File: src/rtl/apb_cmd_master.sv
// apb_cmd_master: valid/ready command front end issuing one APB3 transfer at a time with wait-state timeout
module apb_cmd_master #(
  parameter int ADDR_W  = 8,
  parameter int DATA_W  = 8,
  parameter int TIMEOUT = 16
) (
  input  logic              sys_clk,
  input  logic              sys_reset,
  input  logic              cmd_valid,
  output logic              cmd_ready,
  input  logic              cmd_write,
  input  logic [ADDR_W-1:0] cmd_addr,
  input  logic [DATA_W-1:0] cmd_wdata,
  output logic              rsp_valid,
  input  logic              rsp_ready,
  output logic [DATA_W-1:0] rsp_rdata,
  output logic              rsp_err,
  output logic              rsp_timeout,
  output logic              PSEL,
  output logic              PENABLE,
  output logic              PWRITE,
  output logic [ADDR_W-1:0] PADDR,
  output logic [DATA_W-1:0] PWDATA,
  input  logic [DATA_W-1:0] PRDATA,
  input  logic              PREADY,
  input  logic              PSLVERR
);
  localparam int CW = TIMEOUT > 0 ? $clog2(TIMEOUT + 1) : 1;
  localparam logic [CW-1:0] LAST = CW'(TIMEOUT > 0 ? TIMEOUT - 1 : 0);
  typedef enum logic [1:0] {IDLE, SETUP, ACCESS, RESP} state_t;
  state_t state;
  logic [CW-1:0] wait_cnt;
  logic abort;
  assign abort = (TIMEOUT != 0) && (wait_cnt == LAST);
  // Transfer sequencer: all handshake and APB outputs are registered alongside the state
  always_ff @(posedge sys_clk) begin
    if (sys_reset) begin
      state       <= IDLE;
      cmd_ready   <= 1'b1;
      rsp_valid   <= 1'b0;
      rsp_rdata   <= '0;
      rsp_err     <= 1'b0;
      rsp_timeout <= 1'b0;
      PSEL        <= 1'b0;
      PENABLE     <= 1'b0;
      PWRITE      <= 1'b0;
      PADDR       <= '0;
      PWDATA      <= '0;
      wait_cnt    <= '0;
    end else begin
      case (state)
        IDLE: if (cmd_valid) begin
          PWRITE    <= cmd_write;
          PADDR     <= cmd_addr;
          PWDATA    <= cmd_wdata;
          PSEL      <= 1'b1;
          cmd_ready <= 1'b0;
          state     <= SETUP;
        end
        SETUP: begin
          PENABLE  <= 1'b1;
          wait_cnt <= '0;
          state    <= ACCESS;
        end
        ACCESS: if (PREADY) begin
          rsp_rdata   <= PWRITE ? '0 : PRDATA;
          rsp_err     <= PSLVERR;
          rsp_timeout <= 1'b0;
          rsp_valid   <= 1'b1;
          PSEL        <= 1'b0;
          PENABLE     <= 1'b0;
          state       <= RESP;
        end else if (abort) begin
          rsp_rdata   <= '0;
          rsp_err     <= 1'b1;
          rsp_timeout <= 1'b1;
          rsp_valid   <= 1'b1;
          PSEL        <= 1'b0;
          PENABLE     <= 1'b0;
          state       <= RESP;
        end else if (wait_cnt != '1) begin
          wait_cnt <= wait_cnt + CW'(1);
        end
        RESP: if (rsp_ready) begin
          rsp_valid <= 1'b0;
          cmd_ready <= 1'b1;
          state     <= IDLE;
        end
        default: state <= IDLE;
      endcase
    end
  end
endmodule

File: config.mk
export PLATFORM = sky130hd
export DESIGN_NAME = apb_cmd_master
export DESIGN_NICKNAME = d
export VERILOG_FILES = /design/src/rtl/apb_cmd_master.sv
export SDC_FILE = /design/constraint.sdc
export NUM_CORES = 1
export LEC_CHECK = 0
export ABC_AREA = 0
export BUFFER_PORTS_ARGS = -buffer_cell sky130_fd_sc_hd__buf_2
export CORE_UTILIZATION = 50
export CTS_BUF_LIST = sky130_fd_sc_hd__clkbuf_4 sky130_fd_sc_hd__clkbuf_8
export CTS_CLUSTER_SIZE = 25
export DETAILED_ROUTE_END_ITERATION = 8
export GPL_TIMING_DRIVEN = 0
export PLACE_DENSITY_LB_ADDON = 0.1
export SETUP_SLACK_MARGIN = 0.05
export SLEW_MARGIN = 40
export SYNTH_ARGS = -nofsm -noshare
export SYNTH_HDL_FRONTEND = slang
export SYNTH_SLANG_ARGS = --single-unit
File: constraint.sdc
create_clock -name sys_clk -period 2.7 [get_ports sys_clk]
set_input_delay 0.405 -clock sys_clk [delete_from_list [all_inputs] [get_ports sys_clk]]
set_output_delay 0.405 -clock sys_clk [all_outputs]
set_load 0.1 [all_outputs]
==> results.sh, run 1 <==
export IMPL_worstPathArrival_ps=2630
export IMPL_fin_tns_setup_ps=0
export IMPL_cts_buffers=5
export IMPL_cts_buffer_depth=2
export IMPL_track_usage=0.215
export IMPL_critPathCaptureType="register"
export IMPL_worst_ep_required_time_ps=2970
export IMPL_setup_viol=0
export IMPL_yosysTopAreaCell="dfxtp_1"
export IMPL_antenna_found_initial=0
export IMPL_cp_max_fo=7
export IMPL_synth_area_leaders="dfxtp_1 (48%), nand2_1 (11%), a21oi_1 (10%)"
export IMPL_synth_area_um2=1580
export IMPL_yosys_area_top_type_share=0.482
export IMPL_crit_type="register to register"
export IMPL_placed_cells=293
export IMPL_drtIter0Drc=42
export IMPL_postCtsHoldBufs=0
export IMPL_max_slew_margin=0.458
export IMPL_path_cells="ha_1 -> and3_1 -> ha_1 -> or4b_1 -> buf_2 -> or3_1 -> a211oi_2"
export IMPL_synth_flop_cell="dfxtp_1"
export IMPL_syn_avg_cell_area_um2=8.30
export IMPL_finalCritPeriodShare=0.874
export IMPL_antenna_left=0
export IMPL_hold_violations=0
export IMPL_post_route_drc_count=1
export IMPL_post_cts_buffers=0
export IMPL_ff_latch_area_um2=761
export IMPL_hp_class="primary input to register"
export IMPL_total_leakage_power_uw=0.000880
export IMPL_grt_max_degree=11
export IMPL_hpwl_mm=2.40
export IMPL_worst_clock_skew_ps=6.99
export IMPL_ctsHtreeMaxLevel=2
export IMPL_utilization=0.654
export IMPL_post_cts_resized=0
export IMPL_rsz0062_at_grt="false"
export IMPL_grt_pass1_wl_mm=5.53
export IMPL_via_count=1483
export IMPL_p_int_uw=953
export IMPL_cp_num_buf_inv=1
export IMPL_yosysUniqueCellTypes=29
export IMPL_cts_tree="yes"
export IMPL_fmax_ghz=0.424
export IMPL_syn_inst=190
export IMPL_hold_depth=2
export IMPL_fin_nets=295
export IMPL_port_buffers=59
export IMPL_ir_worst_vdd_mv=0.639
export IMPL_gp_congestion=0.733
export IMPL_p_seq_frac=0.356
export IMPL_yosysSeqAreaShare=0.482
export IMPL_vias_per_cell=4.94
export IMPL_die_width_um=58.2
export IMPL_rr_startpoint="wait_cnt[0]$_SDFFE_PP0P_"
export IMPL_num_antenna_cells=0
export IMPL_grt_pass1_vias=1273
export IMPL_dp_slack_ps=395
export IMPL_setup_slack_ps=341
export IMPL_status="complete, but fails checks"
export IMPL_cp_slowest_stage_delay_ps=520
export IMPL_synth_fp_nets=229
export IMPL_fin_crit_ps=2360
export IMPL_final_cells=300
export IMPL_clkLatencyLatePin_ps=340
export IMPL_multi_input_comb_area_um2=741
export IMPL_cp_slowest_cell="or4b_1"
export IMPL_startpoint_type="register"
export IMPL_cp_startpoint="wait_cnt[0]$_SDFFE_PP0P_"
export IMPL_violations="design-rule violations"
export IMPL_p_comb_frac=0.495
export IMPL_swShare=0.516
export IMPL_crit_cells=7
export IMPL_drv_cap=0
export IMPL_p_switching_uw=1020
export IMPL_core_region_area_um2=3030
export IMPL_synth_seq_cells=38
export IMPL_cts_sinks=38
export IMPL_drtPass1Iterations=6
export IMPL_wl_per_cell_um=11.2
export IMPL_row_count=20
export IMPL_ys_async_sr_fraction=0
export IMPL_worst_pin_slew_ps=807
export IMPL_die_height_um=58.2
export IMPL_cpMostUsedCell="ha_1"
export IMPL_critical_path_top_delay_family="simple AND/OR/NAND/NOR gates"
export IMPL_hold_path_startpoint="PREADY"
export IMPL_clockRootBuffer="clkbuf_4"
export IMPL_synth_warnings=0
export IMPL_cts_clk_slew_worst_paths_ps=110
export IMPL_syn_to_final_growth_pct=25.5
export IMPL_ios=62
export IMPL_initial_core_util=0.521
export IMPL_fp_dieArea_um2=3380
export IMPL_overflow=0
export IMPL_drive_gt1_frac=0.277
export IMPL_drt_total_wl_mm=3.35
export IMPL_power_frac_clock=0.148
export IMPL_reg2reg_depth=7
export IMPL_slew_violations=0
export IMPL_power_density_nw_per_um2=994
export IMPL_synth_edf_count=0
export IMPL_fillers=297
==> registers in the layout (all words and copies together), names as in the netlist <==
signal       count
wait_cnt         5
rsp_err          1
cmd_ready        1
rsp_rdata        8
PADDR            8
state            2
rsp_timeout      1
rsp_valid        1
PENABLE          1
PSEL             1
PWDATA           8
PWRITE           1
==> cells in the mapped netlist, types with 2 or more instances <==
master and instances:
nand2_1 47, o21ai_0 2, nand3_1 12, a21oi_1 33, o221a_2 2, o21ai_1 3
ha_1 8, nor2b_1 4, dfxtp_1 38, inv_1 6, a211oi_1 3, buf_1 2
clkbuf_1 8, or3_1 2, or4_1 2, nand2b_1 5
==> routing by layer <==
layer / GRT usage / vias up / wire length [um] / part of all wire
met1: 0.279 / 653 / 1630 / 0.49
met2: 0.327 / 42 / 1470 / 0.44
li1: - / 780 / - / -
met5: 0 / - / 0 / 0
met3: 0.0871 / 8 / 207 / 0.062
met4: 0.0714 / 0 / 44 / 0.013
==> path summary, 6_finish.rpt <==
path / to / slack, ps
worst max register to register: wait_cnt[3]$_SDFFE_PP0P_ / 340
worst min-delay path: rsp_timeout$_SDFFE_PP0P_ / 270
worst min register to register: PWDATA[0]$_SDFFE_PP0P_ / 450
worst max-delay path: wait_cnt[3]$_SDFFE_PP0P_ / 340
==> worst reg2reg max path, stage by stage (launching register included) <==
cell and delay [ps]:
dfxtp_1 360, ha_1 220, and3_1 210, ha_1 260, or4b_1 520, buf_2 170, or3_1 360, a211oi_2 210
==> final cells by class <==
| class | count | share of cell area |
|---|---|---|
| timing repair buffer | 59 | 0.149 |
| buffer | 12 | 0.0272 |
| sequential | 38 | 0.384 |
| clock buffer | 7 | 0.0265 |
| multi-input combinational | 134 | 0.374 |
| tap | 44 | 0.0278 |
| inverter | 6 | 0.0114 |
==> stage by stage <==
| stage | power [uW] | area [um2] | hold slack [ps] |
|---|---|---|---|
| global placement | 1690 | 1930 | 438 |
| CTS | 1980 | 1980 | 266 |
| floorplan | 1530 | 1580 | 465 |
| finish | 1970 | 1980 | 271 |
| detailed placement | 1690 | 1930 | 443 |
| global route | 2080 | 1980 | 258 |
==> kinds of logic (layout without fill, tap and decap cells) <==
group | count (synthesis) | in the layout | synth area share
AND/OR/NAND/NOR | 79 | 79 | 0.233
AO/OA/AOI/OAI | 47 | 47 | 0.173
flip-flops | 38 | 38 | 0.482
buffers and inverters | 18 | 84 | 0.0484
adder cells (fa/ha/maj) | 8 | 8 | 0.0634
==> placed cells by master (no fill, tap or decap), drive strengths merged, types with 5 or more instances in the layout <==
master,instances
buf,63
nand2,47
dfxtp,38
a21oi,33
clkbuf,15
nand3,12
ha,8
inv,6
nand2b,5
o21ai,5
==> power by group through the flow <==
stage                     clock [uW]  sequential, uW  combinational [uW]
after detailed placement           0             714                 979
after CTS                        297             702                 980
final                            292             701                 975
after floorplan                    0            1280                 256
after global routing             333             711                1040
after global placement             0             712                 975
Note: power is estimated with default switching activity, not from simulation.
==> run 2, diff against run 1 <==
Settings changed: REMOVE_ABC_BUFFERS set to 1.
==> run 2 against run 1 <==
Net effect: the flow now finishes without violations; register-to-register slack about the same; via count decreased by 3.2%; design area decreased by 1.6%; first-iteration DRC count unchanged; worst setup slack improved by 4.8 ps; global-route usage decreased by 0.77 points; sequential share of layout area increased by 0.64 points; combinational power decreased by 1%; clock power increased by 8.9%; count of clock-buffer cells in the layout unchanged; clock skew increased by 0.93 ps; largest cell class unchanged; highest routed layer unchanged.
==> results.sh, run 2 (same netlist as run 1, synthesis figures left out) <==
export IMPL_status="finished clean"
export IMPL_hold_violations=0
export IMPL_top_regs="PADDR x8, PWDATA x8, rsp_rdata x8"
export IMPL_antenna_found_initial=0
export IMPL_cts_buffers=5
export IMPL_fin_tns_setup_ps=0
export IMPL_fin_crit_ps=2350
export IMPL_track_usage=0.208
export IMPL_grt_max_degree=37
export IMPL_crit_type="register to register"
export IMPL_cts_sinks=38
export IMPL_cts_buffer_depth=2
export IMPL_cts_clk_slew_worst_paths_ps=110
export IMPL_power_density_nw_per_um2=1020
export IMPL_ir_worst_vdd_mv=0.515
export IMPL_core_region_area_um2=3030
export IMPL_worst_ep_required_time_ps=2970
export IMPL_drive_gt1_frac=0.291
export IMPL_cts_tree="yes"
export IMPL_syn_to_final_growth_pct=23.5
export IMPL_gp_congestion=0.678
export IMPL_postCtsHoldBufs=0
export IMPL_total_leakage_power_uw=0.000874
export IMPL_ctsHtreeMaxLevel=2
export IMPL_rsz0062_at_grt="false"
export IMPL_num_antenna_cells=0
export IMPL_max_slew_margin=0.535
export IMPL_die_height_um=58.2
export IMPL_overflow=0
export IMPL_hold_ws_ps=284
export IMPL_fp_dieArea_um2=3380
export IMPL_hp_class="primary input to register"
export IMPL_port_buffers=61
export IMPL_ios=62
export IMPL_power_total_uw=1980
export IMPL_die_width_um=58.2
export IMPL_final_cells=291
export IMPL_drtIter0Drc=42
export IMPL_worstPathArrival_ps=2620
export IMPL_clkLatencyLatePin_ps=350
export IMPL_utilization=0.643
export IMPL_startpoint_type="register"
export IMPL_drt_total_wl_mm=3.19
export IMPL_cp_max_fo=7
export IMPL_post_cts_resized=0
export IMPL_row_count=20
export IMPL_critPathCaptureType="register"
export IMPL_initial_core_util=0.521
export IMPL_grt_pass1_vias=1306
export IMPL_grt_pass1_wl_mm=5.37
export IMPL_worst_clock_skew_ps=7.92
export IMPL_wl_per_cell_um=11.0
export IMPL_clockRootBuffer="clkbuf_4"
export IMPL_worst_pin_slew_ps=693
export IMPL_finalCritPeriodShare=0.872
export IMPL_placed_cells=283
export IMPL_final_common_cell="buf_2"
export IMPL_post_cts_buffers=0
export IMPL_final_cell_mix="buf_2 (61), nand2_1 (47), dfxtp_1 (38), a21oi_1 (33), nand3_1 (12)"
export IMPL_via_count=1435
export IMPL_post_route_drc_count=0
export IMPL_slew_violations=0
export IMPL_drv_cap=0
export IMPL_vias_per_cell=4.93
export IMPL_hpwl_mm=2.25
export IMPL_fmax_ghz=0.425
export IMPL_drtPass1Iterations=4
export IMPL_antenna_left=0
export IMPL_fin_nets=285
export IMPL_setup_viol=0
==> run 2: changes by cell type in the layout (fill, tap and decap cells not counted) <==
cell,before,now
clkbuf_1,8,0
buf_1,2,0
buf_2,60,61
buf_6,1,0
clkbuf_4,7,6
clkbuf_8,0,1
clkinv_2,0,1
==> run 2: final timing paths <==
path,from,to,slack [ps],cells after the start
hold / removal,cmd_wdata[3],PWDATA[3]$_SDFFE_PP0P_,280,3
setup / recovery,wait_cnt[0]$_SDFFE_PP0P_,wait_cnt[3]$_SDFFE_PP0P_,350,6
hold reg to reg,rsp_rdata[1]$_SDFFE_PP0P_,rsp_rdata[1]$_SDFFE_PP0P_,460,2
setup reg to reg,wait_cnt[0]$_SDFFE_PP0P_,wait_cnt[3]$_SDFFE_PP0P_,350,6
==> run 2: power breakdown <==
group | switching (uW) | total (uW) | internal, uW
logic | 788 | 962 | 174
registers | 49.2 | 701 | 651
clock network | 182 | 318 | 136
==> run 2: layout make-up <==
| type | instances | area, um2 |
|---|---|---|
| fill | 273 | 1080 |
| sequential | 38 | 761 |
| multi-input combinational | 134 | 741 |
| timing repair buffer | 61 | 305 |
| clock buffer | 7 | 58.8 |
| tap | 44 | 55.1 |
| inverter | 6 | 22.5 |
| clock inverter | 1 | 5.00 |
==> run 2: critical path, stage by stage (launching register included) <==
cell and delay (ps):
dfxtp_1 350, ha_1 210, and3_1 210, ha_1 250, or4b_1 650, or3_1 400, a211oi_2 210
==> run 2: layer usage <==
metal,wire (um),vias up,GRT usage
li1,-,753,-
met1,1440,629,0.246
met2,1490,45,0.348
met3,197,8,0.0536
met4,65,0,0.102
met5,0,-,0
==> run 2: through the flow <==
| step | cell area (um2) | setup WS [ps] |
|---|---|---|
| floorplan | 1520 | 509 |
| global placement | 1880 | 378 |
| detailed placement | 1880 | 387 |
| CTS | 1950 | 361 |
| global route | 1950 | 238 |
| finish | 1950 | 346 |
==> run 3, diff against run 2 <==
Settings changed: CORE_MARGIN set to 10.
==> run 3 against run 2 <==
Net effect: count of clock-buffer cells in the layout did not move; largest cell class unchanged; clock power barely moved; via count rose by 1.0%; clock skew rose by 2.1 ps; critical endpoint unchanged; die area rose by 71%.
==> results.sh, run 3 (same netlist as run 1, synthesis figures left out) <==
export IMPL_initial_core_util=0.521
export IMPL_die_width_um=76.2
export IMPL_placed_cells=283
export IMPL_total_leakage_power_uw=0.000874
export IMPL_worst_ep_required_time_ps=2960
export IMPL_startpoint_type="register"
export IMPL_slew_violations=0
export IMPL_top_regs="PADDR x8, PWDATA x8, rsp_rdata x8"
export IMPL_cp_max_fo=7
export IMPL_hp_class="primary input to register"
export IMPL_cts_buffer_depth=2
export IMPL_track_usage=0.137
export IMPL_fillers=289
export IMPL_hpwl_mm=2.86
export IMPL_cp_slowest_cell="or4b_1"
export IMPL_drv_cap=0
export IMPL_fp_dieArea_um2=5800
export IMPL_status="finished clean"
export IMPL_power_density_nw_per_um2=1020
export IMPL_num_antenna_cells=0
export IMPL_critical_path_top_delay_family="simple AND/OR/NAND/NOR gates"
export IMPL_grt_max_degree=37
export IMPL_clockRootBuffer="clkbuf_4"
export IMPL_fin_tns_setup_ps=0
export IMPL_cts_buffers=5
export IMPL_hold_violations=0
export IMPL_critPathCaptureType="register"
export IMPL_grt_util_met3=0.0825
export IMPL_grt_pass1_vias=1497
export IMPL_fin_crit_ps=2390
export IMPL_post_cts_buffers=0
export IMPL_finalCritPeriodShare=0.884
export IMPL_setup_viol=0
export IMPL_worst_clock_skew_ps=10.0
export IMPL_post_route_drc_count=0
export IMPL_drtPass1Iterations=4
export IMPL_drive_gt1_frac=0.291
export IMPL_port_buffers=61
export IMPL_syn_to_final_growth_pct=23.5
export IMPL_cp_num_buf_inv=0
export IMPL_antenna_left=0
export IMPL_setup_slack_ps=314
export IMPL_max_slew_margin=0.516
export IMPL_clkLatencyLatePin_ps=340
export IMPL_path_cells="ha_1 -> and3_1 -> ha_1 -> or4b_1 -> or3_1 -> a211oi_2"
export IMPL_gp_congestion=0.823
export IMPL_grt_busiest_layer="met2"
export IMPL_final_cells=291
export IMPL_ir_worst_vdd_mv=0.621
export IMPL_cp_slowest_stage_delay_ps=680
export IMPL_overflow=0
export IMPL_vias_per_cell=4.98
export IMPL_via_count=1450
export IMPL_fin_nets=285
export IMPL_rsz0062_at_grt="false"
export IMPL_post_cts_resized=0
export IMPL_final_cell_mix="buf_2 (61), nand2_1 (47), dfxtp_1 (38), a21oi_1 (33), nand3_1 (12)"
export IMPL_worst_pin_slew_ps=722
export IMPL_cpMostUsedCell="ha_1"
export IMPL_core_region_area_um2=3030
export IMPL_ios=62
export IMPL_final_common_cell="buf_2"
export IMPL_use_met1=0.146
export IMPL_cts_clk_slew_worst_paths_ps=110
export IMPL_row_count=20
export IMPL_die_height_um=76.2
export IMPL_drt_total_wl_mm=3.93
export IMPL_worstPathArrival_ps=2650
export IMPL_drtIter0Drc=98
export IMPL_wl_per_cell_um=13.5
export IMPL_postCtsHoldBufs=0
export IMPL_cts_sinks=38
export IMPL_grt_use_met2=0.222
export IMPL_fmax_ghz=0.419
export IMPL_grt_pass1_wl_mm=6.73
export IMPL_cts_tree="yes"
export IMPL_antenna_found_initial=0
export IMPL_ctsHtreeMaxLevel=2
export IMPL_dp_slack_ps=335
export IMPL_crit_type="register to register"
-- run 3: cell counts in the layout (fill, tap and decap cells not counted) --
No cell type changed its count.
-- run 3: path summary, 6_finish.rpt --
path                              from                         to  slack, ps  cells after the start
min reg2reg  rsp_rdata[3]$_SDFFE_PP0P_  rsp_rdata[3]$_SDFFE_PP0P_        450                      2
max           wait_cnt[0]$_SDFFE_PP0P_   wait_cnt[3]$_SDFFE_PP0P_        310                      6
max reg2reg   wait_cnt[0]$_SDFFE_PP0P_   wait_cnt[3]$_SDFFE_PP0P_        310                      6
min                        cmd_addr[7]      PADDR[7]$_SDFFE_PP0P_        290                      3
-- run 3: stage by stage --
step,total power (uW),utilization,area (um2),hold slack [ps]
floorplan,1510,-,1520,459
global placement,1680,0.622,1880,437
detailed placement,1690,0.622,1880,440
CTS,2010,0.643,1950,274
global route,2110,0.643,1950,267
finish,1990,0.643,1950,286
-- run 3: where the power goes --
group	internal, uW	total [uW]	switching [uW]
Sequential	651	701	49.7
Combinational	175	974	799
Clock	136	316	180
Total	962	1990	1030
-- run 3: layout make-up --
class	instances	area (um2)	share of cell area
Timing Repair Buffer	61	305	0.157
Clock buffer	7	58.8	0.0302
Multi-Input combinational cell	134	741	0.380
Inverter	6	22.5	0.0116
Sequential cell	38	761	0.390
Tap cell	44	55.1	0.0283
Clock inverter	1	5.00	0.00257
-- run 3: tightest hold or removal path: stages --
cell     delay, ps
buf_2           90
nand2_1         40
a21oi_1         50
-- run 3: routing by layer --
metal / share of wire / up-vias
met4: 0.012 / 0
met5: 0 / -
li1: - / 755
met3: 0.11 / 7
met1: 0.42 / 640
met2: 0.46 / 48
